## src/rtl/mem_access_unit_pkg.sv

```systemverilog
// rtl/mem_access_unit_pkg.sv - shared memory map, size/state encodings and access checks.
// Optional alignment faulting is enabled by defining MEM_ALIGN_CHECK_EN.
package mem_access_unit_pkg;

   localparam int ADDR_W = 32;
   localparam int DATA_W = 32;

   localparam logic [ADDR_W-1:0] MEMORY_SIZE_LO = 32'h0000_1000;
   localparam logic [ADDR_W-1:0] MEMORY_SIZE_HI = 32'h0000_1100;

   localparam logic [1:0] MEM_SIZE_BYTE = 2'b00;
   localparam logic [1:0] MEM_SIZE_HALF = 2'b01;
   localparam logic [1:0] MEM_SIZE_WORD = 2'b10;
   localparam logic [1:0] MEM_SIZE_RSVD = 2'b11;

   typedef enum logic [1:0] {
      ST_IDLE = 2'b00,
      ST_RD   = 2'b01,
      ST_WR   = 2'b10,
      ST_RESP = 2'b11
   } state_e;

   // End address is computed one bit wider so accesses near 2^32 cannot wrap into range.
   function automatic logic access_fault(input logic [ADDR_W-1:0] addr, input logic [1:0] size);
      logic [ADDR_W:0] end_addr;
      logic            bad;
      end_addr = {1'b0, addr} + ((size == MEM_SIZE_BYTE) ? 33'd1 :
                                 (size == MEM_SIZE_HALF) ? 33'd2 : 33'd4);
      bad = (size == MEM_SIZE_RSVD) || (addr < MEMORY_SIZE_LO) ||
            (end_addr > {1'b0, MEMORY_SIZE_HI});
`ifdef MEM_ALIGN_CHECK_EN
      if ((size == MEM_SIZE_HALF) && addr[0]) bad = 1'b1;
      if ((size == MEM_SIZE_WORD) && (addr[1:0] != 2'b00)) bad = 1'b1;
`else
`endif
      return bad;
   endfunction

endpackage

```

## src/rtl/mem_access_unit_if.sv

```systemverilog
// rtl/mem_access_unit_if.sv - pipeline request/response and MEMORY data-port bundle.
interface mem_access_unit_if;
   import mem_access_unit_pkg::*;

   logic              req_valid;
   logic              req_ready;
   logic              req_write;
   logic [1:0]        req_size;
   logic              req_unsigned;
   logic [ADDR_W-1:0] req_addr;
   logic [DATA_W-1:0] req_wdata;
   logic              resp_valid;
   logic [DATA_W-1:0] resp_rdata;
   logic              resp_fault;
   logic              data_sig_mem_write;
   logic [ADDR_W-1:0] data_addr;
   logic [DATA_W-1:0] data_write_data;
   logic [DATA_W-1:0] data_read_data;

   modport master (
      output req_valid, req_write, req_size, req_unsigned, req_addr, req_wdata, data_read_data,
      input  req_ready, resp_valid, resp_rdata, resp_fault,
             data_sig_mem_write, data_addr, data_write_data
   );

   modport slave (
      input  req_valid, req_write, req_size, req_unsigned, req_addr, req_wdata, data_read_data,
      output req_ready, resp_valid, resp_rdata, resp_fault,
             data_sig_mem_write, data_addr, data_write_data
   );

endinterface

```

## src/rtl/mem_access_unit_byte_lane_merge.sv

```systemverilog
// rtl/mem_access_unit_byte_lane_merge.sv - little-endian lane insert for stores and
// lane extract/extend for loads; half and word lanes ignore the low address bits.
module byte_lane_merge
   import mem_access_unit_pkg::*;
(
   input  logic [DATA_W-1:0] old_word_i,
   input  logic [DATA_W-1:0] store_data_i,
   input  logic [1:0]        size_i,
   input  logic [1:0]        lane_i,
   input  logic              unsigned_i,
   output logic [DATA_W-1:0] merged_o,
   output logic [DATA_W-1:0] load_val_o
);

   logic [7:0]  byte_v;
   logic [15:0] half_v;

   always_comb begin
      merged_o   = old_word_i;
      load_val_o = old_word_i;
      byte_v     = old_word_i[{lane_i, 3'b000} +: 8];
      half_v     = lane_i[1] ? old_word_i[31:16] : old_word_i[15:0];
      case (size_i)
         MEM_SIZE_BYTE: begin
            merged_o[{lane_i, 3'b000} +: 8] = store_data_i[7:0];
            load_val_o = {{24{~unsigned_i & byte_v[7]}}, byte_v};
         end
         MEM_SIZE_HALF: begin
            if (lane_i[1]) merged_o[31:16] = store_data_i[15:0];
            else           merged_o[15:0]  = store_data_i[15:0];
            load_val_o = {{16{~unsigned_i & half_v[15]}}, half_v};
         end
         default: begin
            merged_o   = store_data_i;
            load_val_o = old_word_i;
         end
      endcase
   end

endmodule

```

## src/rtl/mem_access_unit.sv

```systemverilog
// rtl/mem_access_unit.sv - MEM-stage load/store unit issuing word accesses to MEMORY,
// with read-modify-write for sub-word stores.
module mem_access_unit
   import mem_access_unit_pkg::*;
(
   input  logic           clk,
   input  logic           rst_n,
   mem_access_unit_if.slave bus
);

   state_e            state_q, state_d;
   logic              write_q, write_d;
   logic              unsigned_q, unsigned_d;
   logic [1:0]        size_q, size_d;
   logic [ADDR_W-1:0] addr_q, addr_d;
   logic [DATA_W-1:0] wdata_q, wdata_d;
   logic [DATA_W-1:0] word_q, word_d;
   logic [DATA_W-1:0] rdata_q, rdata_d;
   logic              fault_q, fault_d;

   logic [DATA_W-1:0] old_word;
   logic [DATA_W-1:0] merged;
   logic [DATA_W-1:0] load_val;
   logic              busy;

   // Loads extract straight from the live read word; RMW writes merge into the captured one.
   assign old_word = (state_q == ST_RD) ? bus.data_read_data : word_q;

   byte_lane_merge u_merge (
      .old_word_i   (old_word),
      .store_data_i (wdata_q),
      .size_i       (size_q),
      .lane_i       (addr_q[1:0]),
      .unsigned_i   (unsigned_q),
      .merged_o     (merged),
      .load_val_o   (load_val)
   );

   assign busy                   = (state_q == ST_RD) || (state_q == ST_WR);
   assign bus.req_ready          = (state_q == ST_IDLE);
   assign bus.resp_valid         = (state_q == ST_RESP);
   assign bus.resp_rdata         = rdata_q;
   assign bus.resp_fault         = fault_q;
   assign bus.data_sig_mem_write = (state_q == ST_WR);
   assign bus.data_addr          = busy ? {addr_q[ADDR_W-1:2], 2'b00} : '0;
   assign bus.data_write_data    = busy ? ((size_q == MEM_SIZE_WORD) ? wdata_q : merged) : '0;

   always_comb begin
      state_d    = state_q;
      write_d    = write_q;
      unsigned_d = unsigned_q;
      size_d     = size_q;
      addr_d     = addr_q;
      wdata_d    = wdata_q;
      word_d     = word_q;
      rdata_d    = rdata_q;
      fault_d    = fault_q;
      case (state_q)
         ST_IDLE: begin
            if (bus.req_valid) begin
               write_d    = bus.req_write;
               unsigned_d = bus.req_unsigned;
               size_d     = bus.req_size;
               addr_d     = bus.req_addr;
               wdata_d    = bus.req_wdata;
               if (access_fault(bus.req_addr, bus.req_size)) begin
                  fault_d = 1'b1;
                  rdata_d = '0;
                  state_d = ST_RESP;
               end else if (bus.req_write && (bus.req_size == MEM_SIZE_WORD)) begin
                  state_d = ST_WR;
               end else begin
                  state_d = ST_RD;
               end
            end
         end
         ST_RD: begin
            word_d = bus.data_read_data;
            if (write_q) begin
               state_d = ST_WR;
            end else begin
               rdata_d = load_val;
               fault_d = 1'b0;
               state_d = ST_RESP;
            end
         end
         ST_WR: begin
            rdata_d = '0;
            fault_d = 1'b0;
            state_d = ST_RESP;
         end
         default: state_d = ST_IDLE;
      endcase
   end

   always_ff @(posedge clk or negedge rst_n) begin
      if (!rst_n) begin
         state_q    <= ST_IDLE;
         write_q    <= 1'b0;
         unsigned_q <= 1'b0;
         size_q     <= MEM_SIZE_BYTE;
         addr_q     <= '0;
         wdata_q    <= '0;
         word_q     <= '0;
         rdata_q    <= '0;
         fault_q    <= 1'b0;
      end else begin
         state_q    <= state_d;
         write_q    <= write_d;
         unsigned_q <= unsigned_d;
         size_q     <= size_d;
         addr_q     <= addr_d;
         wdata_q    <= wdata_d;
         word_q     <= word_d;
         rdata_q    <= rdata_d;
         fault_q    <= fault_d;
      end
   end

endmodule

```

## src/flat_wrapper.sv

```systemverilog
// flat-port wrapper written by rule: the top's interface ports become plain ports
module mem_access_unit_flat import mem_access_unit_pkg::*;
  (clk, rst_n, bus_req_valid, bus_req_write, bus_req_size, bus_req_unsigned, bus_req_addr, bus_req_wdata, bus_data_read_data, bus_req_ready, bus_resp_valid, bus_resp_rdata, bus_resp_fault, bus_data_sig_mem_write, bus_data_addr, bus_data_write_data);
  mem_access_unit_if bus_i ();
  input  logic clk;
  input  logic rst_n;
  input wire logic [$bits(bus_i.req_valid)-1:0] bus_req_valid;
  input wire logic [$bits(bus_i.req_write)-1:0] bus_req_write;
  input wire logic [$bits(bus_i.req_size)-1:0] bus_req_size;
  input wire logic [$bits(bus_i.req_unsigned)-1:0] bus_req_unsigned;
  input wire logic [$bits(bus_i.req_addr)-1:0] bus_req_addr;
  input wire logic [$bits(bus_i.req_wdata)-1:0] bus_req_wdata;
  input wire logic [$bits(bus_i.data_read_data)-1:0] bus_data_read_data;
  output wire logic [$bits(bus_i.req_ready)-1:0] bus_req_ready;
  output wire logic [$bits(bus_i.resp_valid)-1:0] bus_resp_valid;
  output wire logic [$bits(bus_i.resp_rdata)-1:0] bus_resp_rdata;
  output wire logic [$bits(bus_i.resp_fault)-1:0] bus_resp_fault;
  output wire logic [$bits(bus_i.data_sig_mem_write)-1:0] bus_data_sig_mem_write;
  output wire logic [$bits(bus_i.data_addr)-1:0] bus_data_addr;
  output wire logic [$bits(bus_i.data_write_data)-1:0] bus_data_write_data;
  assign bus_i.req_valid = bus_req_valid;
  assign bus_i.req_write = bus_req_write;
  assign bus_i.req_size = bus_req_size;
  assign bus_i.req_unsigned = bus_req_unsigned;
  assign bus_i.req_addr = bus_req_addr;
  assign bus_i.req_wdata = bus_req_wdata;
  assign bus_i.data_read_data = bus_data_read_data;
  assign bus_req_ready = bus_i.req_ready;
  assign bus_resp_valid = bus_i.resp_valid;
  assign bus_resp_rdata = bus_i.resp_rdata;
  assign bus_resp_fault = bus_i.resp_fault;
  assign bus_data_sig_mem_write = bus_i.data_sig_mem_write;
  assign bus_data_addr = bus_i.data_addr;
  assign bus_data_write_data = bus_i.data_write_data;
  mem_access_unit u_core (.clk(clk), .rst_n(rst_n), .bus(bus_i));
endmodule
```

## config.mk

```make
export PLATFORM = sky130hd
export DESIGN_NAME = mem_access_unit_flat
export DESIGN_NICKNAME = d
export VERILOG_FILES = /design/src/rtl/mem_access_unit_pkg.sv /design/src/rtl/mem_access_unit_if.sv /design/src/rtl/mem_access_unit_byte_lane_merge.sv /design/src/rtl/mem_access_unit.sv /design/src/flat_wrapper.sv
export SDC_FILE = /design/constraint.sdc
export NUM_CORES = 1
export LEC_CHECK = 0
export CAP_MARGIN = 20
export CELL_PAD_IN_SITES_DETAIL_PLACEMENT = 2
export CELL_PAD_IN_SITES_GLOBAL_PLACEMENT = 2
export CORE_MARGIN = 2
export CORE_UTILIZATION = 28
export CTS_CLUSTER_DIAMETER = 120
export CTS_CLUSTER_SIZE = 8
export DETAILED_ROUTE_END_ITERATION = 16
export GPL_TIMING_DRIVEN = 0
export PLACE_DENSITY = 0.76
export SETUP_SLACK_MARGIN = 0.15
export SLEW_MARGIN = 40
export SYNTH_ARGS = -nofsm -noshare
export SYNTH_HDL_FRONTEND = slang
export SYNTH_SLANG_ARGS = --single-unit
```

## constraint.sdc

```tcl
create_clock -name clk -period 3.89 [get_ports clk]
set_input_delay 0.778 -clock clk [delete_from_list [all_inputs] [get_ports clk]]
set_output_delay 0.778 -clock clk [all_outputs]
set_load 0.01 [all_outputs]
```

==> results.sh <==
export IMPL_mostFrequentLayoutCell="clkdlybuf4s50_1"
export IMPL_grt_max_degree=61
export IMPL_start_util=0.285
export IMPL_synth_main_ff_cell="dfrtp_1"
export IMPL_htreeDepth=4
export IMPL_dieArea_um2=33500
export IMPL_synth_edf_count=0
export IMPL_fin_crit_ns=3.90
export IMPL_drv_cap=0
export IMPL_drc=0
export IMPL_antenna_found_initial=2
export IMPL_crit_buf_inv=7
export IMPL_max_freq_ghz=0.257
export IMPL_cts_tree="yes"
export IMPL_crit_path_frequent_cell="inv_1"
export IMPL_fin_skew_ns=0.0123
export IMPL_end_kind="primary output"
export IMPL_die_x_um=183
export IMPL_slowest_delay_ns=0.42
export IMPL_path_cells="inv_1 -> ha_1 -> clkbuf_8 -> buf_12 -> clkbuf_16 -> buf_4 -> mux2i_4 -> inv_1 -> a221oi_1 -> a21oi_1 -> nand2_1 -> a21boi_1 -> dlygate4sd2_1"
export IMPL_ir_worst_vdd_v=0.000349
export IMPL_ant_nets=0
export IMPL_hpwl_um=29900
export IMPL_mostFrequentLayoutCells="clkdlybuf4s50_1 (156), dfrtp_1 (134), nand2_1 (112)"
export IMPL_cts_max_path_buffers=2
export IMPL_worstPathRequired_ns=3.11
export IMPL_finalNetCount=1403
export IMPL_hold_viol=0
export IMPL_maxSlewHeadroom=0.486
export IMPL_hp_class="in -> async"
export IMPL_wl_per_cell_um=26.0
export IMPL_coreArea_um2=31600
export IMPL_p_leak_nw=5.30
export IMPL_vias_per_cell=5.66
export IMPL_firstDrtPassIters=5
export IMPL_drive_above_1_share=0.217
export IMPL_fin_crit_sh=1.00
export IMPL_setup_viol=1
export IMPL_yosys_warnings=0
export IMPL_synthSimpleGateAreaFrac=0.178
export IMPL_wirelength_um=44300
export IMPL_crit_family="buffers and inverters"
export IMPL_startpoint="u_core.state_q[1]"
export IMPL_muxShareOfSynthArea=0.134
export IMPL_power_density_nw_per_um2=932
export IMPL_grt_util_all_layers=0.245
export IMPL_clkLatencyLatePin_ns=0.44
export IMPL_crit_path_top_delay_cell="dfrtp_1"
export IMPL_whs_ns=0.219
export IMPL_syn_avg_cell_area_um2=8.83
export IMPL_ys_ff_latch=135
export IMPL_synth_compound_area_share=0.242
export IMPL_startpoint_type="flop"
export IMPL_drt_iter0_drc=597
export IMPL_portBuffers=198
export IMPL_die_y_um=183
export IMPL_areaGrowthSynthToFinish_pct=45.4
export IMPL_synthesis_area_um2=8980
export IMPL_cp_max_fo=10
export IMPL_synthAdderAreaFrac=0.0189
export IMPL_path_clk_slew_ns=0.07
export IMPL_synth_top_family_by_area="compound AO/OA/AOI/OAI gates"
export IMPL_crit_type="reg -> out"
export IMPL_grt_pass1_wl_um=63000
export IMPL_grt_pass1_vias=10203
export IMPL_layout_setup_ws_ns=-0.00709
export IMPL_cts_sinks=135
export IMPL_place_inst=1620
export IMPL_grt_overflow_total=0
export IMPL_slew_viol_final=0
export IMPL_r2r_start="u_core.state_q[1]"
export IMPL_ys_types=71
export IMPL_cts_root_buf="clkbuf_16"
export IMPL_nFillCells=3446
export IMPL_arrival_ns=3.12
export IMPL_violations="negative setup slack"
export IMPL_worstMarginPinSlew_ns=0.769
export IMPL_status="complete, but fails checks"
export IMPL_via_count=9648
export IMPL_synthCells=1017
export IMPL_routabilityCongestion=0.862
export IMPL_postSynth_asyncResetShare=1.00
export IMPL_yosysSeqAreaShare=0.376
export IMPL_cts_buffers=17
export IMPL_setup_tns_ns=-0.00709
export IMPL_rsz0062_at_grt="yes"
export IMPL_synthXorXnorAreaFrac=0.000975
export IMPL_rows=65
export IMPL_fin_cells=1705
export IMPL_pin_count=203
-- metal layers --
metal | track usage | part of all wire | up-vias
met2 | 0.416 | 0.49 | 292
met3 | 0.0447 | 0.047 | 69
li1 | - | - | 4293
met5 | 0 | 0 | -
met4 | 0.0726 | 0.027 | 0
met1 | 0.318 | 0.43 | 4994
-- area by class of cell --
class	count	area (um^2)	share of cell area
tap	402	503	0.0385
timing repair buffer	250	2390	0.183
inverter	30	130	0.00997
clock buffer	17	425	0.0326
antenna	3	7.51	0.000575
clock inverter	15	218	0.0167
multi-input combinational	771	5530	0.423
sequential	135	3380	0.259
buffer	82	473	0.0362
-- flip-flops by register name, indices dropped and copies added, names as in the netlist --
name	flops
u_core.bus.resp_rdata	32
u_core.word_q	32
u_core.write_q	1
u_core.size_q	2
u_core.unsigned_q	1
u_core.bus.resp_fault	1
u_core.addr_q	32
u_core.state_q	2
u_core.wdata_q	32
-- synthesized netlist by cell type (all sizes together) (4+ instances only) --
| master | n | area (um^2) |
|---|---|---|
| o221a | 9 | 101 |
| nand2b | 6 | 37.5 |
| a211oi | 8 | 60.1 |
| inv | 26 | 97.6 |
| a21boi | 15 | 113 |
| clkinv | 4 | 15.0 |
| nor4 | 7 | 50.1 |
| dfrtp | 135 | 3380 |
| clkbuf | 67 | 251 |
| or4 | 4 | 33.8 |
| buf | 15 | 75.1 |
| o211ai | 34 | 255 |
| o21a | 4 | 30.0 |
| o31a | 24 | 210 |
| ha | 12 | 150 |
| mux2i | 25 | 250 |
| mux2 | 83 | 935 |
| and3 | 9 | 56.3 |
| nor2 | 59 | 221 |
| nand2 | 113 | 424 |
| or3 | 4 | 25.0 |
| nand4 | 15 | 100 |
| nor3 | 41 | 216 |
| a211o | 11 | 96.3 |
| a221oi | 23 | 219 |
| o31ai | 6 | 45.0 |
| nor2b | 8 | 50.1 |
| nor3b | 4 | 30.0 |
| a21oi | 49 | 249 |
| nand3 | 11 | 60.1 |
| and2 | 33 | 206 |
| o21ai | 108 | 541 |
| o22ai | 9 | 56.3 |
-- repair_timing --
action	4_1_cts	5_1_grt
buffers inserted	28	20
setup endpoints to repair	87	58
resized for setup	151	72
hold buffers	0	0
cloned	0	2
pin swaps	18	13
-- power by group --
group | internal (mW) | total [mW] | switching [mW]
registers | 2.05 | 2.57 | 0.523
logic | 3.31 | 7.74 | 4.42
clock network | 1.09 | 1.86 | 0.768
-- per-stage QoR --
step / util / power, mW / setup WS, ns / area [um^2]
floorplan: - / 6.24 / 0.193 / 9000
global placement: 0.364 / 9.18 / -4.08 / 11500
CTS: 0.404 / 11.6 / 0.103 / 12800
finish: 0.414 / 12.2 / -0.00709 / 13100
global route: 0.414 / 12.8 / -0.0957 / 13100
detailed placement: 0.366 / 9.38 / -1.36 / 11600
-- path summary, 6_finish.rpt --
check                                             to  slack (ns)  cells after the start
setup / recovery             bus_data_write_data[30]      -0.007                     13
hold / removal              u_core.bus.resp_rdata[2]        0.22                      1
setup reg to reg           u_core.bus.resp_rdata[29]        0.17                     14
hold reg to reg                    u_core.addr_q[24]        0.48                      2
max in group asynchronous           u_core.addr_q[1]        2.99                      2
min in group clk                   u_core.addr_q[24]        0.48                      2
-- cells by family after synthesis --
group                    count (synthesis)
flip-flops                             135
buffers and inverters                  112
other                                    1
AND/OR/NAND/NOR                        323
multiplexers                           109
adder cells (fa/ha/maj)                 13
XOR/XNOR                                 1
AO/OA/AOI/OAI                          323
Note: power is estimated with default switching activity, not from simulation.
